### src/rtl/gray_pkg.sv
// Shared types and constants for the grayscale conversion stage.
package gray_pkg;

  typedef enum logic [2:0] {
    IDLE,
    REQUESTING,
    CONVERTING,
    DRAINING,
    DONE
  } gray_state_t;

  localparam int unsigned COEF_R    = 77;
  localparam int unsigned COEF_G    = 150;
  localparam int unsigned COEF_B    = 29;
  localparam int unsigned ROUND_OFS = 128;

endpackage

### src/rtl/grayscale_control_luma_core.sv
// Combinational RGB555 -> 5-bit luma; GRAY_LUMA_ROUND_EN selects rounding
// instead of truncation of the weighted sum.
module luma_core
  import gray_pkg::*;
(
  input  logic [14:0] rgb_i,
  output logic [4:0]  y_o
);

  logic [12:0] s_d;

  // Coefficients sum to 256, so the 13-bit sum cannot overflow even with rounding.
  always_comb begin
    s_d = 13'(COEF_R) * {8'd0, rgb_i[14:10]}
        + 13'(COEF_G) * {8'd0, rgb_i[9:5]}
        + 13'(COEF_B) * {8'd0, rgb_i[4:0]};
`ifdef GRAY_LUMA_ROUND_EN
    s_d = s_d + 13'(ROUND_OFS);
`endif
    y_o = s_d[12:8];
  end

endmodule

### src/rtl/grayscale_control.sv
// Streams a frame from the capture buffer through luma conversion into the
// gray buffer with rq/ack arbitration. Optional macro: GRAY_LUMA_ROUND_EN.
module grayscale_control
  import gray_pkg::*;
#(
  parameter int unsigned depth    = 76800,
  parameter int unsigned addrBits = $clog2(depth)
) (
  input  logic                gray_clk,
  input  logic                reset,
  input  logic                ack_read,
  output logic                rq_read,
  output logic                reading,
  input  logic [14:0]         input_px_rgb,
  output logic [addrBits-1:0] read_addr,
  output logic                read_clk,
  input  logic                ack_write,
  output logic                rq_write,
  output logic                writing,
  output logic [14:0]         output_px_gray,
  output logic [addrBits-1:0] write_addr,
  output logic                write_clk,
  output logic                enable_mem,
  output logic                frame_done
);

  localparam logic [addrBits-1:0] LAST = addrBits'(depth - 1);

  gray_state_t         state_q;
  logic                rq_q, reading_q, writing_q, done_q, drain_q;
  logic [addrBits-1:0] raddr_q, a1_q, waddr_q;
  logic                v1_q, wen_q;
  logic [14:0]         gray_q;
  logic [4:0]          y_d;

  luma_core u_luma (
    .rgb_i (input_px_rgb),
    .y_o   (y_d)
  );

  always_ff @(posedge gray_clk) begin
    if (reset) begin
      state_q   <= IDLE;
      rq_q      <= 1'b0;
      reading_q <= 1'b0;
      writing_q <= 1'b0;
      done_q    <= 1'b0;
      drain_q   <= 1'b0;
      raddr_q   <= '0;
      a1_q      <= '0;
      v1_q      <= 1'b0;
      wen_q     <= 1'b0;
      waddr_q   <= '0;
      gray_q    <= '0;
    end else begin
      // Stage 2 retires whatever stage 1 captured; an abort below overrides the strobe.
      wen_q <= v1_q;
      if (v1_q) begin
        waddr_q <= a1_q;
        gray_q  <= {y_d, y_d, y_d};
      end
      v1_q   <= 1'b0;
      done_q <= 1'b0;

      case (state_q)
        IDLE: begin
          if (!ack_read && !ack_write) begin
            state_q <= REQUESTING;
            rq_q    <= 1'b1;
          end
        end
        REQUESTING: begin
          reading_q <= ack_read;
          writing_q <= ack_write;
          if (ack_read && ack_write) begin
            state_q <= CONVERTING;
            raddr_q <= '0;
          end
        end
        CONVERTING, DRAINING: begin
          if (!ack_read || !ack_write) begin
            state_q   <= IDLE;
            rq_q      <= 1'b0;
            reading_q <= 1'b0;
            writing_q <= 1'b0;
            wen_q     <= 1'b0;
            raddr_q   <= '0;
          end else if (state_q == CONVERTING) begin
            v1_q <= 1'b1;
            a1_q <= raddr_q;
            if (raddr_q == LAST) begin
              raddr_q <= '0;
              drain_q <= 1'b0;
              state_q <= DRAINING;
            end else begin
              raddr_q <= raddr_q + addrBits'(1);
            end
          end else begin
            drain_q <= 1'b1;
            if (drain_q) begin
              state_q   <= DONE;
              rq_q      <= 1'b0;
              reading_q <= 1'b0;
              writing_q <= 1'b0;
              done_q    <= 1'b1;
            end
          end
        end
        DONE: state_q <= IDLE;
        default: state_q <= IDLE;
      endcase
    end
  end

  assign rq_read        = rq_q;
  assign rq_write       = rq_q;
  assign reading        = reading_q;
  assign writing        = writing_q;
  assign read_addr      = raddr_q;
  assign write_addr     = waddr_q;
  assign output_px_gray = gray_q;
  assign enable_mem     = wen_q;
  assign frame_done     = done_q;
  assign read_clk       = gray_clk;
  assign write_clk      = gray_clk;

endmodule

### config.mk
export PLATFORM = sky130hd
export DESIGN_NAME = grayscale_control
export DESIGN_NICKNAME = d
export VERILOG_FILES = /design/src/rtl/gray_pkg.sv /design/src/rtl/grayscale_control_luma_core.sv /design/src/rtl/grayscale_control.sv
export SDC_FILE = /design/constraint.sdc
export NUM_CORES = 1
export LEC_CHECK = 0
export ABC_AREA = 0
export ABC_CLOCK_PERIOD_IN_PS = 4700
export BUFFER_PORTS_ARGS = -buffer_cell sky130_fd_sc_hd__buf_2
export CAP_MARGIN = 5
export CELL_PAD_IN_SITES_DETAIL_PLACEMENT = 1
export CELL_PAD_IN_SITES_GLOBAL_PLACEMENT = 1
export CORE_MARGIN = 2
export CORE_UTILIZATION = 39
export DETAILED_ROUTE_END_ITERATION = 8
export PLACE_DENSITY_LB_ADDON = 0.3
export SLEW_MARGIN = 15
export SYNTH_ARGS = -nofsm -noshare
export SYNTH_HDL_FRONTEND = slang
export SYNTH_HIERARCHICAL = 1
export SYNTH_SLANG_ARGS = --single-unit
### constraint.sdc
create_clock -name gray_clk -period 4.7 [get_ports gray_clk]
set_input_delay 0.705 -clock gray_clk [delete_from_list [all_inputs] [get_ports gray_clk]]
set_output_delay 0.705 -clock gray_clk [all_outputs]
set_load 0.005 [all_outputs]
# --- Word level (Yosys, flattened, before mapping) ---
# Cells that the tools add are included.
word_totals:
  register_bits: 76
  out_inout_bits: 57
classes:
  n_addsub: 3
  n_mul: 3
  eq_ne: 12
  mux: 25
  bitwise: 2
  n_reduce_logical: 17
op_table:
  columns: ["cell", "count"]
  rows:
  - ["17-bit two-way mux", 4]
  - ["17-bit case mux with 2 select lines", 1]
  - ["7-bit by 5-bit multiplier with 12-bit output, first input constant", 2]
  - ["3-bit two-way mux", 6]
  - ["17-bit by 1-bit adder with 17-bit output, second input constant", 1]
  - ["17-bit equality test, second input constant", 1]
  - ["12-bit by 13-bit adder with 13-bit output", 1]
  - ["13-bit by 10-bit adder with 13-bit output", 1]
  - ["3-bit AND reduction", 4]
  - ["5-bit by 5-bit multiplier with 10-bit output, first input constant", 1]
  - ["1-bit two-way mux", 10]
  - ["3-bit inequality test, second input constant", 3]
  - ["3-bit case mux with 3 select lines", 1]
  - ["4-bit inequality test, second input constant", 2]
  - ["4-bit AND reduction", 2]
  - ["3-bit by 2-bit equality test with 1-bit output, second input constant", 2]
  - ["1-bit case mux with 2 select lines", 3]
  - ["2-bit inequality test, second input constant", 2]
  - ["2-bit nonzero test", 2]
  - ["4-bit OR reduction", 1]
  - ["3-bit by 1-bit equality test with 1-bit output, second input constant", 1]
  - ["3-bit zero test", 1]
  - ["3-bit OR reduction", 1]
  - ["1-bit logical AND", 2]
  - ["5 further kinds", 7]

# --- Longest topological paths before layout ---
# Gate-level depths: netlist (run 1).
depth:
  depth_word: 5
  depth_mapped: 22

# --- Hierarchy ---
# The synthesis (run 1) kept the hierarchy.
modules_own_cells:
  columns: ["mod", "instances", "cells_per_inst", "area_per_inst_um2"]
  rows:
  - ["grayscale_control", 1, 317, 2800.2]
  - ["luma_core", 1, 233, 2057.0]

==> results of run 1 <==
## worst paths after layout
| check | cells past startpoint | slack, ns | startpoint | to |
|---|---|---|---|---|
| worst max-delay path | 19 | -0.17 | input_px_rgb[9] | output_px_gray[11] |
| worst min-delay path | 2 | 0.46 | a1_q[7] | a1_q[7] |
| worst max register to register | 5 | 2.36 | read_addr[0] | read_addr[0] |
| worst min register to register | 2 | 0.46 | a1_q[7] | a1_q[7] |
## sequential cells by signal (all words and copies together) (netlist names)
name / count
a1_q: 17
drain_q: 1
enable_mem: 1
frame_done: 1
output_px_gray: 5
read_addr: 17
reading: 1
rq_read: 1
state_q: 3
v1_q: 1
write_addr: 17
writing: 1
## worst min-delay path: stages (launching register included)
cell	delay, ns
dfxtp_1	0.31
nand2_1	0.05
a21oi_1	0.05
## logic make-up after synthesis
kind of cell	Yosys count
AO/OA/AOI/OAI	95
XOR/XNOR	10
adder cells (fa/ha/maj)	84
buffers and inverters	115
flip-flops	66
multiplexers	24
AND/OR/NAND/NOR	156
## what timing repair did
item,CTS,global route
cloned,0,0
pin swaps,13,1
hold buffers,0,0
setup endpoints to repair,5,5
resized for setup,18,12
setup buffers,3,0
## power by group through the flow
stage | sequential [mW] | combinational [mW] | clock (mW)
CTS | 0.597 | 2.04 | 0.889
detailed placement | 0.609 | 1.95 | 0.0185
finish | 0.596 | 2.18 | 0.869
global placement | 0.607 | 1.81 | 0.0185
floorplan | 0.597 | 1.29 | 0.0276
global route | 0.600 | 2.41 | 0.921
## through the flow
stage               instance area, µm²  utilization, %  setup TNS [ns]
detailed placement                5689           47.17          -3.237
CTS                               6176           51.20         -0.2427
global placement                  5689           47.17          -2.342
finish                            6232           51.67         -0.3808
global route                      6232           51.67         -0.9942
floorplan                         4954               -         -0.8032
## routing by layer
metal	track usage (%)	part of all wire (%)
met4	10.92	3.8
met3	5.805	2.9
met2	38.52	53
met1	23.63	40
met5	0	0
## cell usage in the layout, fill, tap and decap left out, drive strengths merged, types with 13 or more instances in the layout
cell type and count:
ha 53, buf 122, fa 31, clkbuf 13, a21oi 45, nor2 32, nand2 53, mux2i 23
dfxtp 66, inv 85
## layout make-up
| class | count | area (µm²) |
|---|---|---|
| clock buffer | 15 | 335.3 |
| clock inverter | 7 | 76.32 |
| fill | 1428 | 5829 |
| inverter | 83 | 311.5 |
| multi-input combinational | 369 | 3236 |
| sequential | 66 | 1321 |
| tap | 168 | 210.2 |
| timing repair buffer | 120 | 742.0 |
==> results.py, run 1 <==
metrics = {
    "run_status": {
        "outcome": "complete, but fails checks",
        "violations": "setup timing",
    },
    "logic_synthesis": {
        "ys.flop_type": "dfxtp_1",
        "synth.distinct_cells": 60,
        "synthTopCellsByArea": "dfxtp_1, ha_1, fa_1, inv_1, a21oi_1",
        "yosys.area.top_type": "dfxtp_1",
        "yosys.area.top_type_share_pct": 27.20,
        "synth_top_family_by_area": "adder cells",
        "synthCells": 550,
        "syn-cell-area_um2": 4857,
        "muxShareOfSynthArea_pct": 5.049,
        "ys_ff_latch": 66,
        "synthAdderAreaFrac_pct": 26.43,
        "synth_compound_area_share_pct": 12.75,
        "synth_xor_area_share_pct": 1.803,
        "synth-warning-count": 6,
        "yosysSeqAreaShare_pct": 27.20,
        "yosys-top-cells-count": "inv_1, dfxtp_1, ha_1, nand2_1, a21oi_1",
        "yosys.area_share.simple_pct": 16.64,
        "syn_nets": 653,
        "synth_most_common_cell": "inv_1",
        "synth_area_per_cell_um2": 8.831,
        "synthArstFlopShare_pct": 0,
        "synth_edf_count": 0,
    },
    "place": {
        "io_buffers": 75,
        "hpwlAfterDp_um": 10160,
        "dp.cells": 805,
        "place_congestion": 0.7989,
        "dp_slack_ns": -0.7062,
    },
    "pwr": {
        "switching_power_mw": 1.439,
        "ir_drop_v": 0.0003157,
        "switching_share_pct": 39.50,
        "sequentialPowerShare_pct": 16.4,
        "intPower_mw": 2.204,
        "power_density_nw_per_um2": 584.5,
        "leakagePower_nw": 2.828,
        "total_power_mw": 3.643,
        "combPwrFrac_pct": 59.8,
        "power_frac_clock_pct": 23.8,
    },
    "worst_setup_path": {
        "worst_path_largest_cell_delay_ns": 0.52,
        "end_kind": "register",
        "cp_num_buf_inv": 3,
        "crit_type": "in -> reg",
        "crit_family": "adder cells",
        "path_cells": "buf_8 -> ha_4 -> inv_2 -> fa_1 -> inv_2 -> ha_4 -> and3b_2 -> or2_4 -> xor2_2 -> fa_1 -> fa_1 -> fa_2 -> ha_4 -> o21a_1 -> o2bb2ai_4 -> or4b_1 -> nand4_1 -> mux2i_1 -> nor2_1",
        "slowest_stage": "fa_1",
        "cp_data_required_time_ns": 5.08,
        "worstPathArrival_ns": 5.25,
        "startpoint_type": "primary input",
        "critPathMaxFanout": 5,
    },
    "hold_path": {
        "hold_path.class": "reg -> reg",
    },
    "timing": {
        "fin_ws_ns": -0.1728,
        "rsz0062_at_grt": "yes",
        "report.final.slew_viol_count": 0,
        "period_minus_slack_ns": 4.873,
        "hold_viol_final": 0,
        "period_share_pct": 103.7,
        "setup_viol": 4,
        "maxSlewHeadroom_pct": 39.50,
        "whs_ns": 0.4557,
        "fmax_mhz": 205.2,
        "tightest_slew_ns": 0.9075,
        "finClkSkew_ns": 0.009271,
    },
    "grt": {
        "grt_util_all_layers_pct": 21.63,
        "grt_pass1_vias": 4703,
        "grt_antenna_before_repair": 0,
        "grt-ovfl-total": 0,
        "grt_pass1_wl_um": 22340,
        "grt_max_degree": 51,
    },
    "floorplan": {
        "dieHeight_um": 115.6,
        "start_util_pct": 40.27,
        "ioPinCount": 76,
        "die_x_um": 115.6,
        "core_um2": 12060,
        "row_count": 40,
        "die-area_um2": 13360,
    },
    "drt": {
        "wirelength_um": 13430,
        "drc": 0,
        "vias_per_cell": 5.194,
        "drtIter0Drc": 98,
        "ant_nets": 0,
        "dr.pass1.iters": 4,
        "wire_per_inst_um": 16.22,
        "vias": 4301,
    },
    "layout": {
        "nets": 758,
        "final_cells": 828,
        "diodes": 0,
        "drive_gt1_share_pct": 27.88,
        "area_growth_syn_to_layout_pct": 28.31,
    },
    "clocking": {
        "cts_tree": "built",
        "cts.clk_slew.worst_paths_ns": 0.05,
        "clk_latency_ns": 0.45,
    },
    "job": {
        "drv_cap": 0,
    },
}
Power figures use the tool's default switching activity.
==> inputs of run 2 (changes only) <==
BUFFER_PORTS_ARGS = not set   (was -buffer_cell sky130_fd_sc_hd__buf_2)
CORE_UTILIZATION = 44   (was 39)
DONT_BUFFER_PORTS = 1   (was not set)
TNS_END_PERCENT = 30   (was not set)
==> results.py, run 2 (synthesized netlist as in run 1, its figures left out) <==
metrics = {
    "drt": {
        "vias": 3803,
        "drtIter0Drc": 126,
        "vias_per_cell": 5.425,
        "wire_per_inst_um": 16.90,
        "wirelength_um": 11840,
        "ant_nets": 0,
        "dr.pass1.iters": 4,
        "drc": 0,
    },
    "worst_setup_path": {
        "crit_start": "input_px_rgb[8]",
        "reg2regPathDepth": 5,
        "critPathMaxFanout": 6,
        "endpoint": "output_px_gray[11]",
        "r2r-end": "read_addr[0]",
        "end_kind": "register",
        "r2r_start": "read_addr[0]",
        "cp_data_required_time_ns": 4.99,
        "worstPathArrival_ns": 5.10,
        "startpoint_type": "primary input",
        "crit_type": "in -> reg",
        "r2r_slack_ns": 2.42,
    },
    "grt": {
        "grt_antenna_before_repair": 0,
        "grt_pass1_vias": 4103,
        "grt_pass1_wl_um": 19780,
        "grt-ovfl-total": 0,
        "grt_max_degree": 51,
        "grt_util_all_layers_pct": 21.30,
    },
    "layout": {
        "area_growth_syn_to_layout_pct": 10.77,
        "diodes": 0,
        "final_cell_mix": "inv_1, dfxtp_1, nand2_1, ha_1, a21oi_1",
        "nets": 659,
        "final_common_cell": "inv_1",
        "drive_gt1_share_pct": 11.41,
        "n_fill_cell": 1252,
        "multi_input_area_um2": 3117,
        "seqCellArea_um2": 1321,
        "final_cells": 701,
    },
    "clocking": {
        "postCtsHoldBufs": 0,
        "cts.sink_count": 66,
        "clockBufferDepth": 2,
        "clk_latency_ns": 0.35,
        "root_buffer": "clkbuf_8",
        "cts.clk_slew.worst_paths_ns": 0.07,
        "numCtsBuffers": 9,
        "cts_tree": "built",
        "post_cts_buffers": 0,
        "cts_max_level": 3,
    },
    "timing": {
        "period_share_pct": 102.4,
        "period_minus_slack_ns": 4.812,
        "report.final.slew_viol_count": 0,
        "fmax_mhz": 207.8,
        "final.setup.tns_ns": -0.1475,
        "setup_viol": 2,
        "rsz0062_at_grt": "yes",
        "maxSlewHeadroom_pct": 44.76,
        "tightest_slew_ns": 0.8286,
        "hold_viol_final": 0,
        "whs_ns": 0.4240,
        "fin_ws_ns": -0.1120,
        "finClkSkew_ns": 0.008642,
    },
    "floorplan": {
        "die-area_um2": 11900,
        "core_um2": 10790,
        "dieHeight_um": 109.1,
        "start_util_pct": 45.00,
        "row_count": 38,
        "die_x_um": 109.1,
        "ioPinCount": 76,
    },
    "run_status": {
        "outcome": "complete, but fails checks",
        "violations": "setup timing",
    },
    "place": {
        "place_congestion": 0.7649,
        "dp.cells": 685,
        "hpwlAfterDp_um": 9257,
        "io_buffers": 0,
    },
    "pwr": {
        "intPower_mw": 1.820,
        "leakagePower_nw": 2.272,
        "combPwrFrac_pct": 60.1,
        "switching_share_pct": 39.46,
        "power_density_nw_per_um2": 558.6,
        "switching_power_mw": 1.186,
        "sequentialPowerShare_pct": 19.9,
        "power_frac_clock_pct": 19.9,
        "ir_drop_v": 0.0002699,
    },
    "job": {
        "drv_cap": 0,
    },
    "hold_path": {
        "hold_path.class": "in -> reg",
    },
}
[run 2: cell count changes in the layout (fill, tap and decap cells not counted), moves of 6 or more]
cell | before | now
buf_2 | 73 | 0
buf_4 | 46 | 27
clkbuf_16 | 13 | 0
clkbuf_8 | 0 | 11
ha_1 | 45 | 51
ha_4 | 8 | 2
inv_1 | 76 | 82
inv_2 | 7 | 1
[run 2: how the worst min path moves through the flow]
stage | from | cells after the start | to | slack, ns
3_5_place_dp | a1_q[13] | 2 | a1_q[13] | 0.44
4_1_cts | reset | 1 | writing | 0.40
3_3_place_gp | a1_q[13] | 2 | a1_q[13] | 0.44
2_1_floorplan | a1_q[0] | 2 | a1_q[0] | 0.44
6_report | reset | 1 | a1_q[2] | 0.42
5_1_grt | reset | 1 | a1_q[0] | 0.41
[run 2: cell type report]
| class | count | share of cell area, % |
|---|---|---|
| clock inverter | 4 | 1.814 |
| multi-input combinational | 369 | 57.93 |
| sequential | 66 | 24.56 |
| inverter | 83 | 5.791 |
| clock buffer | 12 | 2.884 |
| tap | 140 | 3.256 |
| timing repair buffer | 27 | 3.767 |
[run 2: power groups by stage]
stage / Combinational (mW) / Clock (mW) / Sequential (mW)
detailed placement: 1.77 / 0 / 0.612
finish: 1.81 / 0.599 / 0.599
global route: 2.03 / 0.631 / 0.601
floorplan: 1.20 / 0.0276 / 0.597
CTS: 1.82 / 0.612 / 0.599
global placement: 1.67 / 0 / 0.611
[run 2: through the flow]
| step | cell area, µm² | power (mW) | utilization (%) | worst slack (ns) |
|---|---|---|---|---|
| floorplan | 4910 | 1.820 | - | -0.2732 |
| global placement | 5107 | 2.283 | 47.32 | -0.4100 |
| detailed placement | 5107 | 2.381 | 47.32 | -0.5502 |
| CTS | 5378 | 3.033 | 49.83 | -0.1027 |
| global route | 5380 | 3.265 | 49.85 | -0.3242 |
| finish | 5380 | 3.005 | 49.85 | -0.1120 |
[run 2: worst max-delay path, stage by stage]
cell       delay (ns)
ha_1             0.25
inv_1            0.05
fa_1             0.49
inv_2            0.05
ha_4             0.21
and3b_1          0.19
or2_4            0.25
xor2_2           0.15
fa_1             0.47
fa_1             0.54
fa_1             0.42
ha_1             0.30
o21a_1           0.16
o2bb2ai_4        0.09
or4b_1           0.49
nand4_1          0.12
mux2i_1          0.08
nor2_1           0.09
[run 2: metal layers]
layer	vias to the layer above	part of all wire [%]	wire, µm	global-route usage [%]
met5	-	0	0	0
met4	0	1.9	220	6.868
met3	15	4.7	561	4.662
met2	62	53	6290	39.93
met1	1855	40	4772	23.66
li1	1871	-	-	-
[run 2: repair_timing]
action	4_1_cts	5_1_grt
endpoints found under the setup margin	5	5
resized for setup	5	0
pin swaps	5	0
==> inputs of run 3 (changes only) <==
CORE_MARGIN = not set   (was 2)
==> results.py, run 3 (synthesized netlist as in run 1, its figures left out) <==
metrics = {
    "run_status": {
        "outcome": "complete, but fails checks",
        "violations": "setup timing",
    },
    "layout": {
        "drive_gt1_share_pct": 13.04,
        "n_fill_cell": 1225,
        "final_cell_mix": "inv_1, dfxtp_1, nand2_1, ha_1, a21oi_1",
        "nets": 658,
        "area_growth_syn_to_layout_pct": 10.20,
        "final_util_pct": 50.93,
        "final_common_cell": "inv_1",
        "diodes": 0,
    },
    "worst_setup_path": {
        "slowest_stage": "fa_1",
        "r2r_slack_ns": 2.42,
        "startpoint_type": "primary input",
        "crit_top_cell": "fa_1",
        "path_cells": "ha_4 -> inv_2 -> fa_1 -> inv_2 -> ha_4 -> and3b_1 -> or2_4 -> xor2_2 -> fa_1 -> fa_1 -> fa_1 -> ha_4 -> o21a_1 -> o2bb2ai_4 -> or4b_1 -> nand4_1 -> mux2i_1 -> nor2_1",
        "crit_start": "input_px_rgb[9]",
        "crit_type": "in -> reg",
        "critPathMaxFanout": 6,
        "r2r-end": "read_addr[14]",
        "end_kind": "register",
        "reg2regPathDepth": 5,
        "cp_data_required_time_ns": 4.98,
        "worst_path_largest_cell_delay_ns": 0.56,
        "r2r_start": "read_addr[0]",
        "worstPathArrival_ns": 5.08,
    },
    "timing": {
        "period_share_pct": 102.2,
        "hold_viol_final": 0,
        "maxSlewHeadroom_pct": 45.14,
        "fin_ws_ns": -0.1018,
        "fmax_mhz": 208.3,
        "period_minus_slack_ns": 4.802,
        "tightest_slew_ns": 0.8230,
        "finClkSkew_ns": 0.008804,
        "rsz0062_at_grt": "yes",
        "report.final.slew_viol_count": 0,
        "final.setup.tns_ns": -0.1018,
        "setup_viol": 1,
    },
    "pwr": {
        "sequentialPowerShare_pct": 20.4,
        "combPwrFrac_pct": 64.2,
        "switching_power_mw": 1.207,
        "ir_drop_v": 0.0002544,
        "leakagePower_nw": 2.245,
        "switching_share_pct": 41.14,
        "total_power_mw": 2.934,
        "intPower_mw": 1.727,
        "power_frac_clock_pct": 15.4,
        "power_density_nw_per_um2": 548.1,
    },
    "drt": {
        "wire_per_inst_um": 16.70,
        "vias_per_cell": 5.473,
        "wirelength_um": 11630,
        "drc": 0,
        "ant_nets": 0,
        "dr.pass1.iters": 4,
        "drtIter0Drc": 129,
        "vias": 3809,
    },
    "clocking": {
        "clk_latency_ns": 0.34,
        "cts.clk_slew.worst_paths_ns": 0.07,
        "cts_max_level": 3,
        "clockBufferDepth": 2,
        "cts.sink_count": 66,
        "numCtsBuffers": 9,
        "cts_tree": "built",
        "post_cts_buffers": 0,
        "root_buffer": "clkbuf_8",
    },
    "floorplan": {
        "die_x_um": 107.1,
        "row_count": 37,
        "dieHeight_um": 107.1,
        "start_util_pct": 46.22,
        "core_um2": 10510,
        "ioPinCount": 76,
        "die-area_um2": 11460,
    },
    "hold_path": {
        "hold_path.class": "in -> reg",
        "whs_path_depth": 1,
        "hold_end": "read_addr[1]",
        "hp-start": "reset",
    },
    "place": {
        "place_congestion": 0.7843,
        "io_buffers": 0,
        "dp_slack_ns": -0.4847,
        "hpwlAfterDp_um": 9209,
    },
    "grt": {
        "grt_pass1_wl_um": 19920,
        "grt-ovfl-total": 0,
        "grt_antenna_before_repair": 0,
        "grt_pass1_vias": 4134,
        "grt_util_all_layers_pct": 22.13,
        "grt_max_degree": 51,
    },
    "job": {
        "drv_cap": 0,
    },
}
[run 3: per-stage QoR]
step                      hold slack [ns]  std cells  instance area [µm²]
after detailed placement           0.4429        680                 5095
final                              0.4223        696                 5353
after CTS                          0.4090        696                 5304
after global routing               0.4086        696                 5353
after global placement             0.4406        680                 5095
after floorplan                    0.4360        550                 4910
[run 3: final cells by class]
class,instances,area (µm²),area share [%]
Timing Repair Buffer,26,195.2,3.647
Clock buffer,10,127.6,2.384
Tap cell,136,170.2,3.179
Sequential cell,66,1321,24.68
Multi-Input combinational cell,369,3169,59.21
Clock inverter,6,57.56,1.075
Inverter,83,311.5,5.820
[run 3: worst max-delay path by stage]
stage                    endpoint  slack, ns  cells past startpoint
2_1_floorplan  output_px_gray[11]      -0.27                     18
3_3_place_gp   output_px_gray[11]      -0.39                     18
3_5_place_dp   output_px_gray[11]      -0.48                     18
4_1_cts        output_px_gray[11]      -0.05                     18
5_1_grt        output_px_gray[11]      -0.21                     18
6_report       output_px_gray[11]      -0.10                     18
[run 3: critical path: cells and delay by family]
family,cells,cell delay (ns)
AOI/OAI and AO/OA,2,0.24
xor gates and xnor gates,1,0.16
adders and majority gates,7,2.72
buffers and inverters,2,0.08
muxes,1,0.08
and+or+nand+nor,5,1.10
[run 3: power groups by stage]
stage | sequential, mW | combinational, mW | clock (mW)
floorplan | 0.597 | 1.20 | 0.0276
global placement | 0.611 | 1.68 | 0
detailed placement | 0.612 | 1.80 | 0
CTS | 0.599 | 1.83 | 0.465
global route | 0.602 | 2.12 | 0.488
finish | 0.599 | 1.88 | 0.452
[run 3: layer usage]
layer / wire length [µm] / global-route usage (%)
met1: 4674 / 24.36
met2: 6288 / 41.47
met3: 466 / 4.559
met4: 197 / 8.121
met5: 0 / 0
[run 3: timing repair]
action | in CTS | in global routing
hold buffers | 0 | 0
endpoints found under the setup margin | 5 | 5
cloned | 0 | 0
pin swaps | 1 | 5
resized for setup | 5 | 9
